$ cat config.mk
export PLATFORM = sky130hd
export DESIGN_NAME = weight_ram_arbiter
export DESIGN_NICKNAME = d
export VERILOG_FILES = /design/src/rtl/nn_pkg.sv /design/src/rtl/weight_ram_rr_pick.sv /design/src/rtl/weight_ram_arbiter.sv
export SDC_FILE = /design/constraint.sdc
export NUM_CORES = 1
export LEC_CHECK = 0
export ABC_AREA = 1
export BUFFER_PORTS_ARGS = -buffer_cell sky130_fd_sc_hd__buf_2
export CAP_MARGIN = 25
export CORE_UTILIZATION = 43
export DETAILED_ROUTE_END_ITERATION = 10
export PLACE_DENSITY = 0.82
export SETUP_SLACK_MARGIN = 0.4
export SLEW_MARGIN = 20
export SYNTH_ARGS = -nofsm -noshare
export SYNTH_HDL_FRONTEND = slang
export SYNTH_SLANG_ARGS = --single-unit
$ cat constraint.sdc
create_clock -name clk -period 3.8 [get_ports clk]
set_input_delay 1.14 -clock clk [delete_from_list [all_inputs] [get_ports clk]]
set_output_delay 1.14 -clock clk [all_outputs]
set_load 0.01 [all_outputs]
$ cat src/rtl/nn_pkg.sv
// Shared encodings and widths for the weight RAM, its read driver and the RAM mux.
package nn_pkg;

   localparam int WEIGHT_ADDR_W = 10;
   localparam int WEIGHT_DATA_W = 8;

   typedef enum logic [1:0] {
      OWN_IDLE      = 2'd0,
      OWN_RD_LOCK   = 2'd1,
      OWN_HOST_LOCK = 2'd2
   } owner_e;

   typedef enum logic [1:0] {
      RTAG_NONE = 2'd0,
      RTAG_RD   = 2'd1,
      RTAG_HOST = 2'd2
   } rtag_e;

   typedef enum logic {
      PORT_RD   = 1'b0,
      PORT_HOST = 1'b1
   } port_e;

endpackage

$ cat src/rtl/weight_ram_rr_pick.sv
// Combinational grant picker: round-robin in open arbitration, exclusive while a lock is held.
module weight_ram_rr_pick
   import nn_pkg::*;
(
   input  logic       i_en,
   input  logic       i_rd_req,
   input  logic       i_host_req,
   input  logic [1:0] i_state,
   input  logic       i_last_served,
   output logic       o_rd_gnt,
   output logic       o_host_gnt
);

   always_comb begin
      o_rd_gnt   = 1'b0;
      o_host_gnt = 1'b0;
      if (i_en) begin
         case (owner_e'(i_state))
            OWN_RD_LOCK:   o_rd_gnt   = i_rd_req;
            OWN_HOST_LOCK: o_host_gnt = i_host_req;
            default: begin
               // On a tie the port that did not win last time goes first.
               if (i_rd_req && i_host_req) begin
                  if (i_last_served == PORT_HOST) o_rd_gnt   = 1'b1;
                  else                            o_host_gnt = 1'b1;
               end else begin
                  o_rd_gnt   = i_rd_req;
                  o_host_gnt = i_host_req;
               end
            end
         endcase
      end
   end

endmodule

$ cat src/rtl/weight_ram_arbiter.sv
// Shares the single-port weight RAM between the inference read driver and the host
// update path, with lock phases and owner-tagged read return.
module weight_ram_arbiter
   import nn_pkg::*;
#(
   parameter int ADDR_W  = WEIGHT_ADDR_W,
   parameter int DATA_W  = WEIGHT_DATA_W,
   parameter int STALL_W = 16
) (
   input  logic               clk,
   input  logic               reset,
   input  logic               rd_req,
   input  logic               rd_lock,
   input  logic [ADDR_W-1:0]  rd_addr,
   output logic               rd_gnt,
   output logic               rd_valid,
   output logic [DATA_W-1:0]  rd_data,
   input  logic               host_req,
   input  logic               host_lock,
   input  logic               host_we,
   input  logic [ADDR_W-1:0]  host_addr,
   input  logic [DATA_W-1:0]  host_wdata,
   output logic               host_gnt,
   output logic               host_rvalid,
   output logic [DATA_W-1:0]  host_rdata,
   output logic               ram_en,
   output logic               ram_we,
   output logic [ADDR_W-1:0]  ram_addr,
   output logic [DATA_W-1:0]  ram_din,
   input  logic [DATA_W-1:0]  ram_dout,
   output logic [1:0]         owner,
   output logic [STALL_W-1:0] rd_stall_cnt
);

   localparam logic [STALL_W-1:0] STALL_MAX = '1;
   localparam logic [STALL_W-1:0] STALL_ONE = {{(STALL_W-1){1'b0}}, 1'b1};

   owner_e             r_state;
   owner_e             w_state_eff;
   owner_e             w_state_nxt;
   rtag_e              r_rtag;
   rtag_e              w_rtag_nxt;
   logic               r_last_served;
   logic [STALL_W-1:0] r_stall_cnt;
   logic               w_rd_gnt;
   logic               w_host_gnt;

   // A lock released this cycle already opens arbitration in this same cycle.
   always_comb begin
      w_state_eff = r_state;
      if (r_state == OWN_RD_LOCK && !rd_lock)     w_state_eff = OWN_IDLE;
      if (r_state == OWN_HOST_LOCK && !host_lock) w_state_eff = OWN_IDLE;
   end

   weight_ram_rr_pick u_pick (
      .i_en          (reset),
      .i_rd_req      (rd_req),
      .i_host_req    (host_req),
      .i_state       (w_state_eff),
      .i_last_served (r_last_served),
      .o_rd_gnt      (w_rd_gnt),
      .o_host_gnt    (w_host_gnt)
   );

   always_ff @(posedge clk) begin
      if (!reset) r_state <= OWN_IDLE;
      else        r_state <= w_state_nxt;
   end

   always_comb begin
      w_state_nxt = w_state_eff;
      w_rtag_nxt  = RTAG_NONE;
      if (w_state_eff == OWN_IDLE) begin
         if (w_rd_gnt && rd_lock)         w_state_nxt = OWN_RD_LOCK;
         else if (w_host_gnt && host_lock) w_state_nxt = OWN_HOST_LOCK;
      end
      if (w_rd_gnt)                     w_rtag_nxt = RTAG_RD;
      else if (w_host_gnt && !host_we)  w_rtag_nxt = RTAG_HOST;
   end

   always_ff @(posedge clk) begin
      if (!reset) begin
         r_last_served <= PORT_HOST;
         r_rtag        <= RTAG_NONE;
         r_stall_cnt   <= '0;
      end else begin
         r_rtag <= w_rtag_nxt;
         if (w_rd_gnt)        r_last_served <= PORT_RD;
         else if (w_host_gnt) r_last_served <= PORT_HOST;
         if (rd_req && !w_rd_gnt && r_stall_cnt != STALL_MAX)
            r_stall_cnt <= r_stall_cnt + STALL_ONE;
      end
   end

   assign rd_gnt   = w_rd_gnt;
   assign host_gnt = w_host_gnt;
   assign ram_en   = w_rd_gnt | w_host_gnt;
   assign ram_we   = w_host_gnt & host_we;
   assign ram_addr = w_rd_gnt ? rd_addr : (w_host_gnt ? host_addr : '0);
   assign ram_din  = w_host_gnt ? host_wdata : '0;

   assign rd_valid    = (r_rtag == RTAG_RD);
   assign host_rvalid = (r_rtag == RTAG_HOST);
   assign rd_data     = rd_valid ? ram_dout : '0;
   assign host_rdata  = host_rvalid ? ram_dout : '0;

   assign owner        = r_state;
   assign rd_stall_cnt = r_stall_cnt;

endmodule

==> run metrics <==
Setup-failing EPs final=0; clock power share=0.274; Int Power=381 uW; Ports=101; Setup WS post-layout=18.7 ps; Die X=64.2 um; GR Overflow Total=0; initial antenna violation count=0; Hold Path Stages=2; Gate Count Post-Synth=283; period utilisation layout=0.995; first-pass GRT wire length=8.03 mm; library cells used by synthesis=25; Worst Max-Slew Pin Slew=425 ps; top_reg_cell synth=dfxtp_1; Synth async-reset ratio=0; final RePlAce weighted congestion=0.873; Clk Latency, worst-skew pair=270 ps; clock tree sinks=21; cts hold-fix bufs=0; ANT nets after route=0; row count=22; critical path startpoint category=input pin; P per Cell Area=211 nW/um^2; drt wl/cell=13.0 um; Synth top area share=0.253; Net Switching=192 uW; sequential share of power=0.401; FF+latch count, synth=21; required time worst endpoint=2660 ps; EDFF count, synth=0; main area contributors after synthesis=dfxtp_1, nand2_1, nor2_1; Fin. Hold Viols=0; vias in the first global route=1803; die height=64.2 um; vias=2172; Core Region=3690 sq um; crit end category=output port; nets=439; clk buf depth=2; # Max-Cap Violations=0; CTS tree=built; clock slew at reported path FFs=80 ps; CP max FO=6; gr usage total=0.244; fraction of the yosys area taken by sequential cells=0.253; DRT Pass-1 Iters=4; Root Buffer=clkbuf_8; R2R depth=13; layout cells sized above 1=0.478; P_leak=0.00142 uW; 1st-iter DRT viols=82; starting density of the core=0.451; Total Wirelength=5.69 mm; residual DRC count=0; Antenna Cells=0; die area=4120 sq um; Final Max Slew Viols=0; Final Instance Area=2710 sq um; synthesized area=1660 sq um; H-tree levels=1; RSZ-0062 raised after global routing=yes; Yosys Warn Count=0; clk_skew=8.31 ps; Combinational Power Share=0.325; vias per cell=4.95; f_max=0.264 GHz; TritonCTS Buffers=3; largest net degree at the start of global routing=17; placed inst area=2360 sq um; sw frac=0.335; I/O Buffers=100; syn_nets=330; Hold Path Class=flip-flop to flip-flop; status=finished clean; worst vdd ir=0.188 mV; Post-Place Worst Slack=34.7 ps; post-synth top area cell=dfxtp_1; critical path data arrival time=2640 ps; Synth Area per Inst=5.88 sq um; Crit Path Class=input pin to output port; Area growth, synth to finish=62.9%; hpwl dp=3.42 mm; slew margin rel.=0.716; min Tclk post-route=3780 ps
==> sequential cells by signal, summed over array words and instances, names as in the netlist <==
register       cells
r_rtag             2
owner              2
r_last_served      1
rd_stall_cnt      16
==> cell families after synthesis <==
group / after synthesis / share of synthesized area
simple gates: 170 / 0.441
compound gates: 27 / 0.108
fa+ha+maj: 4 / 0.0301
flops: 21 / 0.253
xor+xnor: 6 / 0.0316
buf+inv: 55 / 0.137
==> worst paths after layout <==
check / start / endpoint / slack, ps
setup / recovery: host_lock / ram_addr[3] / 20
hold / removal: rd_stall_cnt[0] / rd_stall_cnt[0] / 530
setup reg to reg: owner[1] / rd_stall_cnt[0] / 1510
hold reg to reg: rd_stall_cnt[0] / rd_stall_cnt[0] / 530
==> cells in the mapped netlist, drive strengths merged, types with 2 or more instances <==
cell type and instances:
a21oi 17, buf 4, clkbuf 3, dfxtp 21
ha 4, inv 48, nand2 90, nand3 22
nand3b 2, nand4 3, nor2 52, o21ai 9
xnor2 4, xor2 2
==> cell usage in the layout (no fill, tap or decap), types with 2 or more instances in the layout <==
cell type / n
o21ai_0: 8
a21oi_1: 5
nand2_1: 68
clkbuf_8: 3
nand2_2: 14
nand3b_1: 2
inv_1: 37
nor2_1: 38
a21oi_4: 2
nand3_4: 3
a21oi_2: 10
buf_6: 17
xor2_1: 2
nand4_1: 3
buf_4: 6
buf_2: 83
xnor2_1: 4
nor2_4: 8
ha_1: 3
nor2_2: 6
nand3_1: 10
dfxtp_1: 21
nand3_2: 10
buf_8: 2
inv_2: 8
nand2_4: 8
==> critical path, cell delays in order <==
cell and delay [ps]:
buf_8 100, o21ai_4 210, ha_4 250, inv_6 80, nand3_4 90, a21oi_4 240, buf_6 170, nand3_1 120
nand2_2 130, buf_6 100
==> power by group through the flow <==
stage                     Sequential (uW)  Combinational, uW  Clock, uW
after global placement                235                136          0
after CTS                             230                167        155
final                                 230                186        157
after floorplan                       236               85.7          0
after detailed placement              235                139          0
after global routing                  231                199        164
==> routing by layer <==
metal	vias up	global-route usage	wire, um
li1	1079	-	-
met1	970	0.282	2240
met2	99	0.434	2890
met3	24	0.0411	358
met4	0	0.111	204
met5	-	0	0
==> final cells by class <==
type | count | area [sq um]
sequential | 21 | 420
fill | 281 | 978
timing repair buffer | 109 | 702
tap | 48 | 60.1
timing repair inverter | 1 | 8.76
multi-input combinational | 208 | 1270
inverter | 48 | 205
clock buffer | 4 | 45.0
==> stage by stage <==
stage / total power (uW) / TNS (ps) / cells / hold slack (ps) / util
floorplan: 322 / 0 / 283 / 521 / -
finish: 573 / 0 / 439 / 534 / 0.735
global placement: 370 / 0 / 428 / 510 / 0.639
detailed placement: 374 / 0 / 428 / 510 / 0.639
CTS: 552 / 0 / 438 / 530 / 0.707
global route: 593 / -9.57 / 439 / 550 / 0.735
==> repair_timing <==
item	in CTS	in global routing
buffers inserted	3	1
gates resized for setup	33	22
setup endpoints to repair	22	22
cloned	3	0
pin swaps	8	13
Note: power is estimated with default switching activity, not from simulation.
